File: config.mk
export PLATFORM = sky130hd
export DESIGN_NAME = vram_write_sched
export DESIGN_NICKNAME = d
export VERILOG_FILES = /design/src/rtl/vram_write_sched.sv
export SDC_FILE = /design/constraint.sdc
export NUM_CORES = 1
export LEC_CHECK = 0
export CORE_AREA = 2 2 101 103
export CTS_BUF_LIST = sky130_fd_sc_hd__clkbuf_4
export CTS_CLUSTER_SIZE = 30
export DETAILED_ROUTE_END_ITERATION = 10
export DIE_AREA = 0 0 103 105
export GPL_TIMING_DRIVEN = 0
export PLACE_DENSITY = 0.95
export SLEW_MARGIN = 5
export SYNTH_ARGS = -nofsm -noshare
export SYNTH_HDL_FRONTEND = slang
export SYNTH_SLANG_ARGS = --single-unit
File: constraint.sdc
create_clock -name clk -period 6.6 [get_ports clk]
set_input_delay 0.66 -clock clk [delete_from_list [all_inputs] [get_ports clk]]
set_output_delay 0.66 -clock clk [all_outputs]
set_load 0.01 [all_outputs]
File: src/rtl/vram_write_sched.sv
// Write scheduler for the tile-video picture memories: queues CPU writes and
// retires them only during blanking, including a 300-entry tile-map fill.
module vram_write_sched #(
    parameter int H_ACTIVE = 320,
    parameter int V_ACTIVE = 240,
    parameter int DEPTH    = 4
) (
    input  logic        clk,
    input  logic        reset,
    input  logic [11:0] x,
    input  logic [11:0] y,
    input  logic        req_valid,
    output logic        req_ready,
    input  logic [1:0]  req_sel,
    input  logic [13:0] req_addr,
    input  logic [11:0] req_data,
    output logic        pal_we,
    output logic [3:0]  pal_addr,
    output logic [11:0] pal_wdata,
    output logic        tdef_we,
    output logic [13:0] tdef_addr,
    output logic [3:0]  tdef_wdata,
    output logic        tmap_we,
    output logic [8:0]  tmap_addr,
    output logic [5:0]  tmap_wdata,
    output logic        busy,
    output logic        err
);

    localparam int AW = (DEPTH > 1) ? $clog2(DEPTH) : 1;
    localparam int CW = $clog2(DEPTH + 1);
    localparam logic [11:0] H_LIM     = 12'(H_ACTIVE);
    localparam logic [11:0] V_LIM     = 12'(V_ACTIVE);
    localparam logic [13:0] TMAP_SIZE = 14'd300;
    localparam logic [8:0]  TMAP_LAST = 9'd299;

    typedef enum logic {RUN, FILL} state_t;

    state_t         state, state_nxt;
    logic [8:0]     fill_cnt, fill_cnt_nxt;
    logic [AW-1:0]  rd_ptr, wr_ptr;
    logic [CW-1:0]  count;
    logic [1:0]     sel_mem  [DEPTH];
    logic [13:0]    addr_mem [DEPTH];
    logic [11:0]    data_mem [DEPTH];

    logic        blank, full, empty, push, pop;
    logic [1:0]  head_sel;
    logic [13:0] head_addr;
    logic [11:0] head_data;

    assign blank     = (x >= H_LIM) || (y >= V_LIM);
    assign full      = (count == CW'(DEPTH));
    assign empty     = (count == '0);
    assign req_ready = !full;
    assign push      = req_valid && !full;
    assign busy      = !empty || (state == FILL);
    assign head_sel  = sel_mem[rd_ptr];
    assign head_addr = addr_mem[rd_ptr];
    assign head_data = data_mem[rd_ptr];

    // Request storage carries no reset; occupancy alone decides what is valid.
    always_ff @(posedge clk) begin
        if (push) begin
            sel_mem[wr_ptr]  <= req_sel;
            addr_mem[wr_ptr] <= req_addr;
            data_mem[wr_ptr] <= req_data;
        end
    end

    always_ff @(posedge clk or posedge reset) begin
        if (reset) begin
            rd_ptr   <= '0;
            wr_ptr   <= '0;
            count    <= '0;
            state    <= RUN;
            fill_cnt <= '0;
        end else begin
            if (push) wr_ptr <= wr_ptr + AW'(1);
            if (pop)  rd_ptr <= rd_ptr + AW'(1);
            if (push && !pop)      count <= count + CW'(1);
            else if (pop && !push) count <= count - CW'(1);
            state    <= state_nxt;
            fill_cnt <= fill_cnt_nxt;
        end
    end

    always_comb begin
        state_nxt    = state;
        fill_cnt_nxt = fill_cnt;
        pop          = 1'b0;
        err          = 1'b0;
        pal_we       = 1'b0;
        pal_addr     = head_addr[3:0];
        pal_wdata    = head_data;
        tdef_we      = 1'b0;
        tdef_addr    = head_addr;
        tdef_wdata   = head_data[3:0];
        tmap_we      = 1'b0;
        tmap_addr    = head_addr[8:0];
        tmap_wdata   = head_data[5:0];
        if (blank && !empty) begin
            case (state)
                RUN: begin
                    case (head_sel)
                        2'd0: begin
                            pal_we = 1'b1;
                            pop    = 1'b1;
                        end
                        2'd1: begin
                            tdef_we = 1'b1;
                            pop     = 1'b1;
                        end
                        2'd2: begin
                            if (head_addr < TMAP_SIZE) tmap_we = 1'b1;
                            else                       err     = 1'b1;
                            pop = 1'b1;
                        end
                        default: begin
                            // Setup cycle: the fill entry stays at the head as the data source.
                            fill_cnt_nxt = '0;
                            state_nxt    = FILL;
                        end
                    endcase
                end
                FILL: begin
                    tmap_we   = 1'b1;
                    tmap_addr = fill_cnt;
                    if (fill_cnt == TMAP_LAST) begin
                        pop          = 1'b1;
                        state_nxt    = RUN;
                        fill_cnt_nxt = '0;
                    end else begin
                        fill_cnt_nxt = fill_cnt + 9'd1;
                    end
                end
                default: state_nxt = RUN;
            endcase
        end
    end

endmodule

======== Word-level counts from Yosys, hierarchy flattened ========
Memory sizes are Yosys's and may differ from the RTL's.
Cells that the tools add are included.
cells by class
  $add $sub $neg .......................... 5
  magnitude comparators ................... 3
  equal/unequal tests ..................... 5
  multiplexer cells ....................... 30
  bitwise gates (word level) .............. 1
  reductions and logical operators ........ 15
operators by type and width
  operator             count
  $mux 9               4
  $mux 1               20
  $pmux 9 s2           1
  $lt 14x9->1 const B  1
  $ge 12x8->1 const B  1
  $ge 12x9->1 const B  1
  $add 9x1->9 const B  1
  $eq 9x9->1 const B   1
  $mux 3               2
  $pmux 1 s2           3
  $add 2x1->2 const B  2
  $logic_and 1x1->1    4
  $logic_not 1->1      4
  $add 3x1->3 const B  1
  $eq 3x3->1 const B   1
  $logic_not 3->1      1
  $reduce_or 3->1      1
  $sub 3x1->3 const B  1
  $eq 2x1->1 const B   1
  $eq 2x2->1 const B   1
  $logic_not 2->1      1
  $logic_or 1x1->1     2
  $ne 2x2->1 const B   1
  $reduce_and 2->1     1
  other kinds (2)      2
word-level totals
  bits in registers ....................... 17
  memory bits (writable) .................. 112
  input port bits ......................... 55
  logic and storage cells ................. 67
  memories kept ........................... 3
memories
  memory    depth  bits a word  rd ports  clocked after memory_dff  wr ports  line  text
  addr_mem  4      14           1         0                         1         44    logic [13:0] addr_mem [DEPTH];
  data_mem  4      12           1         0                         1         45    logic [11:0] data_mem [DEPTH];
  sel_mem   4      2            1         0                         1         43    logic [1:0] sel_mem [DEPTH];

======== Depth between registers and ports, before layout ========
An unclocked memory read counts as a cell.
  depth in word-level cells ............... 9
  depth in mapped cells ................... 10
  depth with buffers taken out ............ 10

======== Worst setup path before layout ========
OpenSTA, ideal clock, no wires.
  path kind ............................... input to output
  from .................................... in x[9]
  to ...................................... out tmap_addr[0]
  arrival ................................. 1.948 ns
  setup slack ............................. 3.992 ns
  cell stages on the path ................. 4
  buffers on the path ..................... 0
  cell sequence ........................... nor4_1 > a41oi_2 > nand2_1 > mux2_2
on the way
  longest elaborated chain between the ends .. 4
ends and longest elaborated chain
  what               line  text
  from (decl)        10    input logic [11:0] x,
  $ge 12x9->1        52    assign blank = (x >= H_LIM) || (y >= V_LIM);
  $logic_or 1x1->1   52
  $logic_and 1x1->1  102   if (blank && !empty) begin
  $mux 9             102
  to (decl)          24    output logic [8:0] tmap_addr,
No other way between the ends.

======== Worst setup path in the final report ========
  from .................................... reg rd_ptr[1]
  to ...................................... out tmap_we
on the way
  longest elaborated chain between the ends .. 6
  elaborated cells between the ends (all ways) .. 8
  classes of those cells .................. 1 x order compare; 1 x eq/ne; 4 x mux; 2 x memory
ends and longest elaborated chain
  what                    line  text
  from (decl)             41    logic [AW-1:0] rd_ptr, wr_ptr;
  from (signal assigned)  80    if (pop) rd_ptr <= rd_ptr + AW'(1);
  $mem_v2 4x14            --
  $lt 14x9->1             115   if (head_addr < TMAP_SIZE) tmap_we = 1'b1;
  $mux 1                  115
  $mux 1 (*)              105   case (head_sel)
  $pmux 1 s2 (*)          103   case (state)
  $mux 1 (*)              102
  to (decl)               23    output logic tmap_we,
Every way passes the cells marked *; elsewhere a longest branch is shown, timed or not.

==> summary.txt <==
Worst Max-Slew Pin Slew: 0.7800 ns
CTS Buffer Depth: 2
largest net degree at the start of global routing: 29
switching part of the total: 31.29%
DIE WIDTH: 103 um
# setup viols final: 0
Total Wirelength: 11.22 mm
clk slew on worst S/H paths: 0.12 ns
CTS buffer count: 17
crit path capture type: output port
Pwr Density: 423.8 mW/mm2
grt ovf: 0
area leader, netlist: edfxtp_1
# IOs: 110
final worst path period share: 60.11%
CORE AREA: 0.009639 mm2
combinational share of power: 40.4%
Synth area leaders: edfxtp_1 63%, mux4_2 10%, dfrtp_1 7.9%
drt pass-1 iters: 4
Fill cells: 610
number of global-route vias before repair: 3301
Cells after Synth: 285
GRT Resource Usage Total: 21.95%
initial antenna violation count: 0
Highest Clock Rate: 252.1 MHz
row count: 36
Yosys Warn Count: 0
kind of critical path: register to output port
crit-path max cell delay: 0.57 ns
Layout Utilization: 70.79%
run status: finished clean
CP Launch Type: register
Final #Nets: 465
Initial Util: 55.75%
Final Hold Violating Endpoints: 0
Max Cap Viol: 0
Syn Nets: 347
number of enable flip-flop cells after synthesis: 112
r2r setup slk: 3.80 ns
Starting DRT DRC Count: 219
Yosys reg bits: 129
area grow syn2layout: 26.98%
clock skew: 0.02524 ns
FF-to-FF path depth: 7
Main synth FF type: edfxtp_1
root buf cell: clkbuf_4
ys async rst share: 13.18%
Die Y: 105 um
Yosys top cell area share: 62.58%
worst path cell trace: clkbuf_1 > mux4_1 > or4_4 > nor2_2 > a41o_1 > clkdlybuf4s50_1
Final Critical Period: 3.967 ns
area occupied by multi-input gates: 0.001419 mm2
Port-buffer cells: 99
Sw Pwr: 0.9048 mW
depth of the CTS H-tree: 4
Critical-path top delay cell: or4_4
R2R Path End: count[1]$_DFFE_PP0P_
Mapped Area: 0.005374 mm2
relative slew slack: 48.00%
clock sinks: 129
n_diodes: 0
die area: 0.01082 mm2
Int Pwr: 1.987 mW
DRC errors left: 0
Avg Cell Area, Syn: 18.86 um2
VDD IR-drop max: 0.2065 mV
Req. time, crit path: 5.94 ns
RePlAce Congestion: 0.8311
DP Wirelength: 7.267 mm
Netlist cell types: 44
postcts setup bufs: 0
LEAKAGE: 2.335 nW
via count: 3160
Clock power frac: 18.7%
CTS tree: yes
Seq pwr share: 41.0%
max-slew violation count: 0
Sequential Area: 0.003789 mm2
crit path DAT: 3.31 ns
Design Power: 2.892 mW
Worst R2R Start: fill_cnt[6]$_DFFE_PP0P_
Avg WL per Cell: 20.43 um
setup_tns: 0 ns
Worst Hold Class: input pin to async pin
Routed Antenna Nets: 0
layout cells sized above 1: 22.12%
Seq/Total Area, Yosys: 70.50%
RSZ-0062 raised after global routing: no
hold buffers post-CTS: 0
Via density: 5.756
Clk Latency, worst-skew pair: 0.52 ns
first-pass GRT wire length: 17.13 mm
# resized after CTS: 0
worst-path maximum fanout: 10
[sequential cells by signal, summed over array words and instances, names as in the netlist]
name and cells:
wr_ptr 2, state 1, data_mem 48, count 3
sel_mem 8, fill_cnt 9, rd_ptr 2, addr_mem 56
[power by group through the flow]
stage	clock, mW	sequential, mW	combinational, mW
2_1_floorplan	0	1.17	0.662
3_3_place_gp	0	1.18	1.12
3_5_place_dp	0	1.20	1.17
4_1_cts	0.549	1.18	1.18
5_1_grt	0.583	1.20	1.25
6_report	0.539	1.18	1.17
[area by class of cell]
class / instances / share of cell area (%)
sequential: 129 / 55.52
multi-input combinational: 127 / 20.79
timing repair buffer: 99 / 14.52
clock buffer: 23 / 2.530
tap: 133 / 2.439
buffer: 22 / 2.127
clock inverter: 9 / 1.687
inverter: 7 / 0.3850
[per-layer routing]
| metal | up-vias | part of all wire (%) | global-route usage, % |
|---|---|---|---|
| li1 | 1390 | - | - |
| met1 | 1595 | 37 | 27.73 |
| met2 | 166 | 53 | 36.36 |
| met3 | 9 | 8.4 | 6.221 |
| met4 | 0 | 0.86 | 7.425 |
| met5 | - | 0 | 0 |
[worst max-delay path by stage]
stage / from / end / slack (ns) / depth (start not counted)
6_report: rd_ptr[1]$_DFFE_PP0P_ / tmap_we / 2.63 / 6
5_1_grt: rd_ptr[1]$_DFFE_PP0P_ / tmap_we / 2.50 / 6
4_1_cts: rd_ptr[1]$_DFFE_PP0P_ / tmap_we / 2.57 / 6
3_5_place_dp: x[9] / tmap_addr[1] / 2.86 / 6
3_3_place_gp: x[9] / tmap_addr[6] / 2.89 / 6
2_1_floorplan: x[9] / tmap_addr[0] / 3.99 / 4
[placed cells by master (no fill, tap or decap), types with 2 or more instances in the layout]
| master | count |
|---|---|
| and2_1 | 4 |
| nor3_1 | 4 |
| o31a_1 | 2 |
| clkdlybuf4s50_1 | 99 |
| o2bb2ai_1 | 6 |
| nor2_1 | 6 |
| bufinv_16 | 3 |
| dfrtp_1 | 17 |
| inv_1 | 7 |
| nand2_1 | 6 |
| clkinv_2 | 2 |
| nand4_1 | 3 |
| clkbuf_4 | 23 |
| o21a_1 | 2 |
| mux4_2 | 25 |
| clkbuf_1 | 5 |
| and3_2 | 4 |
| nand3_1 | 4 |
| buf_2 | 2 |
| and3_1 | 2 |
| xor2_1 | 2 |
| clkinv_1 | 4 |
| mux4_1 | 3 |
| nor4_1 | 3 |
| mux2_2 | 12 |
| edfxtp_1 | 112 |
| buf_4 | 14 |
| ha_1 | 6 |
| nor2b_1 | 4 |
| xnor2_1 | 4 |
| a21oi_1 | 7 |
[worst max-delay path: cells and delay by family, from the launching register on]
kind / cells / cell delay [ns]
flip-flops: 1 / 0.37
AND/OR/NAND/NOR: 2 / 0.76
buffers and inverters: 2 / 1.01
multiplexers: 1 / 0.45
AO/OA/AOI/OAI: 1 / 0.20
[cells by family after synthesis]
group / Yosys count / synth area share, %
compound gates: 28 / 4.261
simple gates: 46 / 4.843
fa+ha+maj: 7 / 1.769
flops: 129 / 70.50
buf+inv: 29 / 3.190
mux: 40 / 14.46
xor+xnor: 6 / 0.9779
[per-stage QoR]
step	std cells	setup WS (ns)	cell area (um2)	hold WS, ns
after floorplan	285	3.992	5374	0.4636
after global placement	517	2.893	6531	0.4784
after detailed placement	517	2.862	6536	0.5167
after CTS	549	2.573	6824	0.4955
after global routing	549	2.498	6824	0.5166
final	549	2.633	6824	0.5122
[cells in the mapped netlist (2+ instances only)]
master,count
a21oi_1,7
nor3_1,4
buf_4,14
nand4_1,3
nand3_1,4
dfrtp_1,17
mux2_2,12
mux4_1,3
nand2_1,6
ha_1,6
and3_1,6
nor2b_1,4
edfxtp_1,112
o2bb2ai_1,6
inv_1,7
nor2_1,6
clkbuf_1,5
mux4_2,25
and2_1,4
o31a_1,2
xor2_1,2
nor4_1,3
xnor2_1,4
o21a_1,2
buf_2,2
(Power assumes the default switching activity.)
==> edit 1: new RTL, same flow settings <==
Register the output `err`; this adds one clock of latency there. The other outputs are not delayed to match.
--- a/src/rtl/vram_write_sched.sv
+++ b/src/rtl/vram_write_sched.sv
@@ -35,6 +35,8 @@
     localparam logic [8:0]  TMAP_LAST = 9'd299;
 
     typedef enum logic {RUN, FILL} state_t;
+
+    logic err_d;
 
     state_t         state, state_nxt;
     logic [8:0]     fill_cnt, fill_cnt_nxt;
@@ -89,7 +91,7 @@
         state_nxt    = state;
         fill_cnt_nxt = fill_cnt;
         pop          = 1'b0;
-        err          = 1'b0;
+        err_d        = 1'b0;
         pal_we       = 1'b0;
         pal_addr     = head_addr[3:0];
         pal_wdata    = head_data;
@@ -113,7 +115,7 @@
                         end
                         2'd2: begin
                             if (head_addr < TMAP_SIZE) tmap_we = 1'b1;
-                            else                       err     = 1'b1;
+                            else                       err_d   = 1'b1;
                             pop = 1'b1;
                         end
                         default: begin
@@ -139,5 +141,9 @@
         end
     end
 
+    always_ff @(posedge clk) begin
+        err <= err_d;
+    end
+
 endmodule
 
Behaviour: not the same (Yosys sat finds a counterexample within 4 cycles, from zero or initial values and one cycle with reset high).
==> edit 1 against the original RTL <==
Setup slack better by 0.090 ns; maximum frequency rose by 2.3%; sequential power hardly changed; first-iteration DRC count increased by 22%; non-clock buffer count increased by 1; synthesized area increased by 0.61%; design area grew 0.11%; critical endpoint is now tdef_wdata[3]; register-to-register slack got worse by 0.09 ns; largest power group unchanged; total power decreased by 4.0%; via count is 0.79% higher; routed wire length rose by 2.3%; sequential cell count is 1 higher; count of clock-buffer cells in the layout shrank 6.
==> edit 1: results (changes against the original RTL) <==
| Metric | Value |
|---|---|
| Status | completed (unchanged) |
| Final #Nets | 469 (was 465) |
| Distinct cells, synth | 47 (was 44) |
| Syn Area/Cell | 18.7 µm² (was 18.9 µm²) |
| DP Wirelength | 7.99 mm (was 7.27 mm) |
| Iter 0 DRT Violations | 268 (was 219) |
| Inst Count DP | 521 (was 517) |
| FILL cells | 613 (was 610) |
| Vias in the first global route | 3253 (was 3301) |
| Worst path arrival time | 3.22 ns (was 3.31 ns) |
| Delay of the slowest critical-path stage | 0.61 ns (was 0.57 ns) |
| Commonest cells post-synth | edfxtp_1 (112), mux4_2 (20), dfrtp_1 (17) (was edfxtp_1 (112), mux4_2 (25), dfrtp_1 (17)) |
| FFs w/ async S/R, synth | 13.1% (was 13.2%) |
| WL/cell | 20.8 µm (was 20.4 µm) |
| Hold slack | 0.537 ns (was 0.512 ns) |
| Max IR drop VDD | 227 µV (was 207 µV) |
| CP max stage cell | buf_1 (was or4_4) |
| R2r setup slk | 3.71 ns (was 3.80 ns) |
| Worst-Margin Slew | 0.791 ns (was 0.780 ns) |
| Routability cong. | 0.911 (was 0.831) |
| Final Routed Wirelength | 11.5 mm (was 11.2 mm) |
| Final Skew | 0.0178 ns (was 0.0252 ns) |
| Leakage power | 2.35 nW (was 2.34 nW) |
| All-layer global routing usage | 22.3% (was 21.9%) |
| Synth area leaders | edfxtp_1 (62%), mux4_2 (8.3%), dfrtp_1 (7.9%), mux4_1 (3.9%), mux2_2 (2.3%) (was edfxtp_1 (63%), mux4_2 (10%), dfrtp_1 (7.9%), mux2_2 (2.5%), buf_4 (2.0%)) |
| Sequential share of the synthesized area | 70.4% (was 70.5%) |
| First-pass GRT wire length | 17.3 mm (was 17.1 mm) |
| Via count | 3185 (was 3160) |
-- edit 1: cell type report --
cell class	instances	share of cell area, %
multi-input combinational	130	20.9
clock inverter	15	1.98
clock buffer	17	1.87
sequential	130	55.8
timing repair buffer	99	14.5
tap	133	2.44
inverter	6	0.330
buffer	23	2.27
-- edit 1: report_power, final --
| part | internal, mW | switching (mW) |
|---|---|---|
| combinational | 0.584 | 0.524 |
| sequential | 1.09 | 0.0857 |
| clock | 0.190 | 0.303 |
-- edit 1: worst max-delay path by stage --
stage / from / to / slack (ns)
3_3_place_gp: x[10] / tmap_addr[5] / 2.85
2_1_floorplan: x[10] / tmap_addr[0] / 3.96
6_report: rd_ptr[1] / tdef_wdata[3] / 2.72
5_1_grt: rd_ptr[1] / tdef_wdata[2] / 2.57
3_5_place_dp: x[10] / tmap_addr[0] / 2.73
4_1_cts: rd_ptr[1] / tdef_wdata[2] / 2.68
-- edit 1: metrics by stage --
step	instance area [µm²]	setup slack, ns
after global routing	6830	2.57
after global placement	6560	2.85
after CTS	6830	2.68
after floorplan	5410	3.96
final	6830	2.72
after detailed placement	6570	2.73
-- edit 1: kinds of logic after synthesis --
group,Yosys count,share of synthesized area [%]
AO/OA/AOI/OAI,31,4.10
XOR/XNOR,6,0.972
adder cells (fa/ha/maj),7,1.76
buffers and inverters,29,3.29
flip-flops,130,70.4
multiplexers,39,14.5
AND/OR/NAND/NOR,47,4.93
-- edit 1: critical path: cells and delay by family, from the launching register on --
| kind | cells | cell delay, ns |
|---|---|---|
| buf+inv | 5 | 1.88 |
| mux | 1 | 0.46 |
| flops | 1 | 0.37 |
-- edit 1: per-layer routing --
layer	routed length, µm	global-route usage, %	part of all wire [%]	vias up
li1	-	-	-	1411
met3	808	5.82	7.0	26
met1	4260	26.8	37	1586
met5	0	0	0	-
met4	288	9.02	2.5	0
met2	6120	37.8	53	162
==> edit 2: new RTL, same flow settings <==
Made on the original files. `DEPTH`: 4 -> 2.
--- a/src/rtl/vram_write_sched.sv
+++ b/src/rtl/vram_write_sched.sv
@@ -3,7 +3,7 @@
 module vram_write_sched #(
     parameter int H_ACTIVE = 320,
     parameter int V_ACTIVE = 240,
-    parameter int DEPTH    = 4
+    parameter int DEPTH    = 2
 ) (
     input  logic        clk,
     input  logic        reset,
Function: changed (a bounded check fails within 4 cycles, from zero or initial values and one cycle with reset high).
==> edit 2 against the original RTL <==
Design area fell by 34%; global-route usage decreased by 7.8 points; synthesized area fell by 40%; critical path depth rose by 1; non-clock buffer count is the same; sequential cell count fell by 59; setup slack better by 0.26 ns; total power shrank 35%; sequential power down 45%; hold slack got worse by 0.0038 ns; routed wire length shrank 33%; largest cell class unchanged; clock skew down 0.0079 ns; register-to-register slack gained 0.42 ns; combinational power fell by 16%.
==> edit 2: results (changes against the original RTL) <==
| Metric | Value |
|---|---|
| # clk buffers | 9 (was 23) |
| Vias per inst | 4.86 (was 5.76) |
| Iter 0 DRT Violations | 79 (was 219) |
| Hold crit path type | flop to flop (was primary input to asynchronous set/reset pin) |
| CP endpoint | tmap_addr[7] (was tmap_we) |
| #MultiIn Comb | 125 (was 127) |
| Sequential share of the synthesized area | 63.3% (was 70.5%) |
| Multi-input logic portion of the cell area | 22.3% (was 20.8%) |
| Commonest cells post-synth | edfxtp_1 (56), mux2_2 (28), buf_4 (15) (was edfxtp_1 (112), mux4_2 (25), dfrtp_1 (17)) |
| M2 GR Usage | 24.1% (was 36.4%) |
| Hold slack | 0.508 ns (was 0.512 ns) |
| Met2 wire length | 3.70 mm (was 5.97 mm) |
| CP max stage cell | clkdlybuf4s50_1 (was or4_4) |
| Final #Nets | 393 (was 465) |
| Largest registers | addr_mem (28), data_mem (24), fill_cnt (9) (was addr_mem (56), data_mem (48), fill_cnt (9)) |
| Synth Area in Compound Gates | 8.57% (was 4.26%) |
| Final Skew | 0.0173 ns (was 0.0252 ns) |
| Post-Syn Instances | 226 (was 285) |
| Vias in the first global route | 2515 (was 3301) |
| Flops & latches, synth | 70 (was 129) |
| Routability cong. | 0.849 (was 0.831) |
| DP Wirelength | 5.56 mm (was 7.27 mm) |
| Clock latency on the worst-skew pair | 0.41 ns (was 0.52 ns) |
| Post-synthesis adder-cell area fraction | 0.779% (was 1.77%) |
| All-layer global routing usage | 14.1% (was 21.9%) |
| Worst R2R Path Depth | 9 (was 7) |
| Non-Filler Instances | 474 (was 549) |
| Status | completed (unchanged) |
| R2r setup slk | 4.22 ns (was 3.80 ns) |
## edit 2: cell count changes after synthesis, moves of 4 or more
| cell | unedited run | this run |
|---|---|---|
| mux2_2 | 12 | 28 |
| mux4_2 | 25 | 0 |
| o21ai_0 | 1 | 5 |
| edfxtp_1 | 112 | 56 |
| a211oi_1 | 0 | 4 |
| ha_1 | 6 | 2 |
| o2bb2ai_1 | 6 | 2 |
| nor2_1 | 6 | 11 |
| nor2b_1 | 4 | 0 |
| and2_1 | 4 | 0 |
## edit 2: power breakdown
group | leakage (nW) | switching (mW) | internal, mW | total [mW]
clock network | 0.0633 | 0.162 | 0.0810 | 0.243
logic | 0.882 | 0.455 | 0.530 | 0.985
registers | 0.694 | 0.0502 | 0.599 | 0.649
## edit 2: worst max-delay path, delay by kind of cell
| family | cells | cell delay (ns) |
|---|---|---|
| AO/OA/AOI/OAI | 2 | 0.59 |
| buffers and inverters | 3 | 1.25 |
| AND/OR/NAND/NOR | 2 | 0.55 |
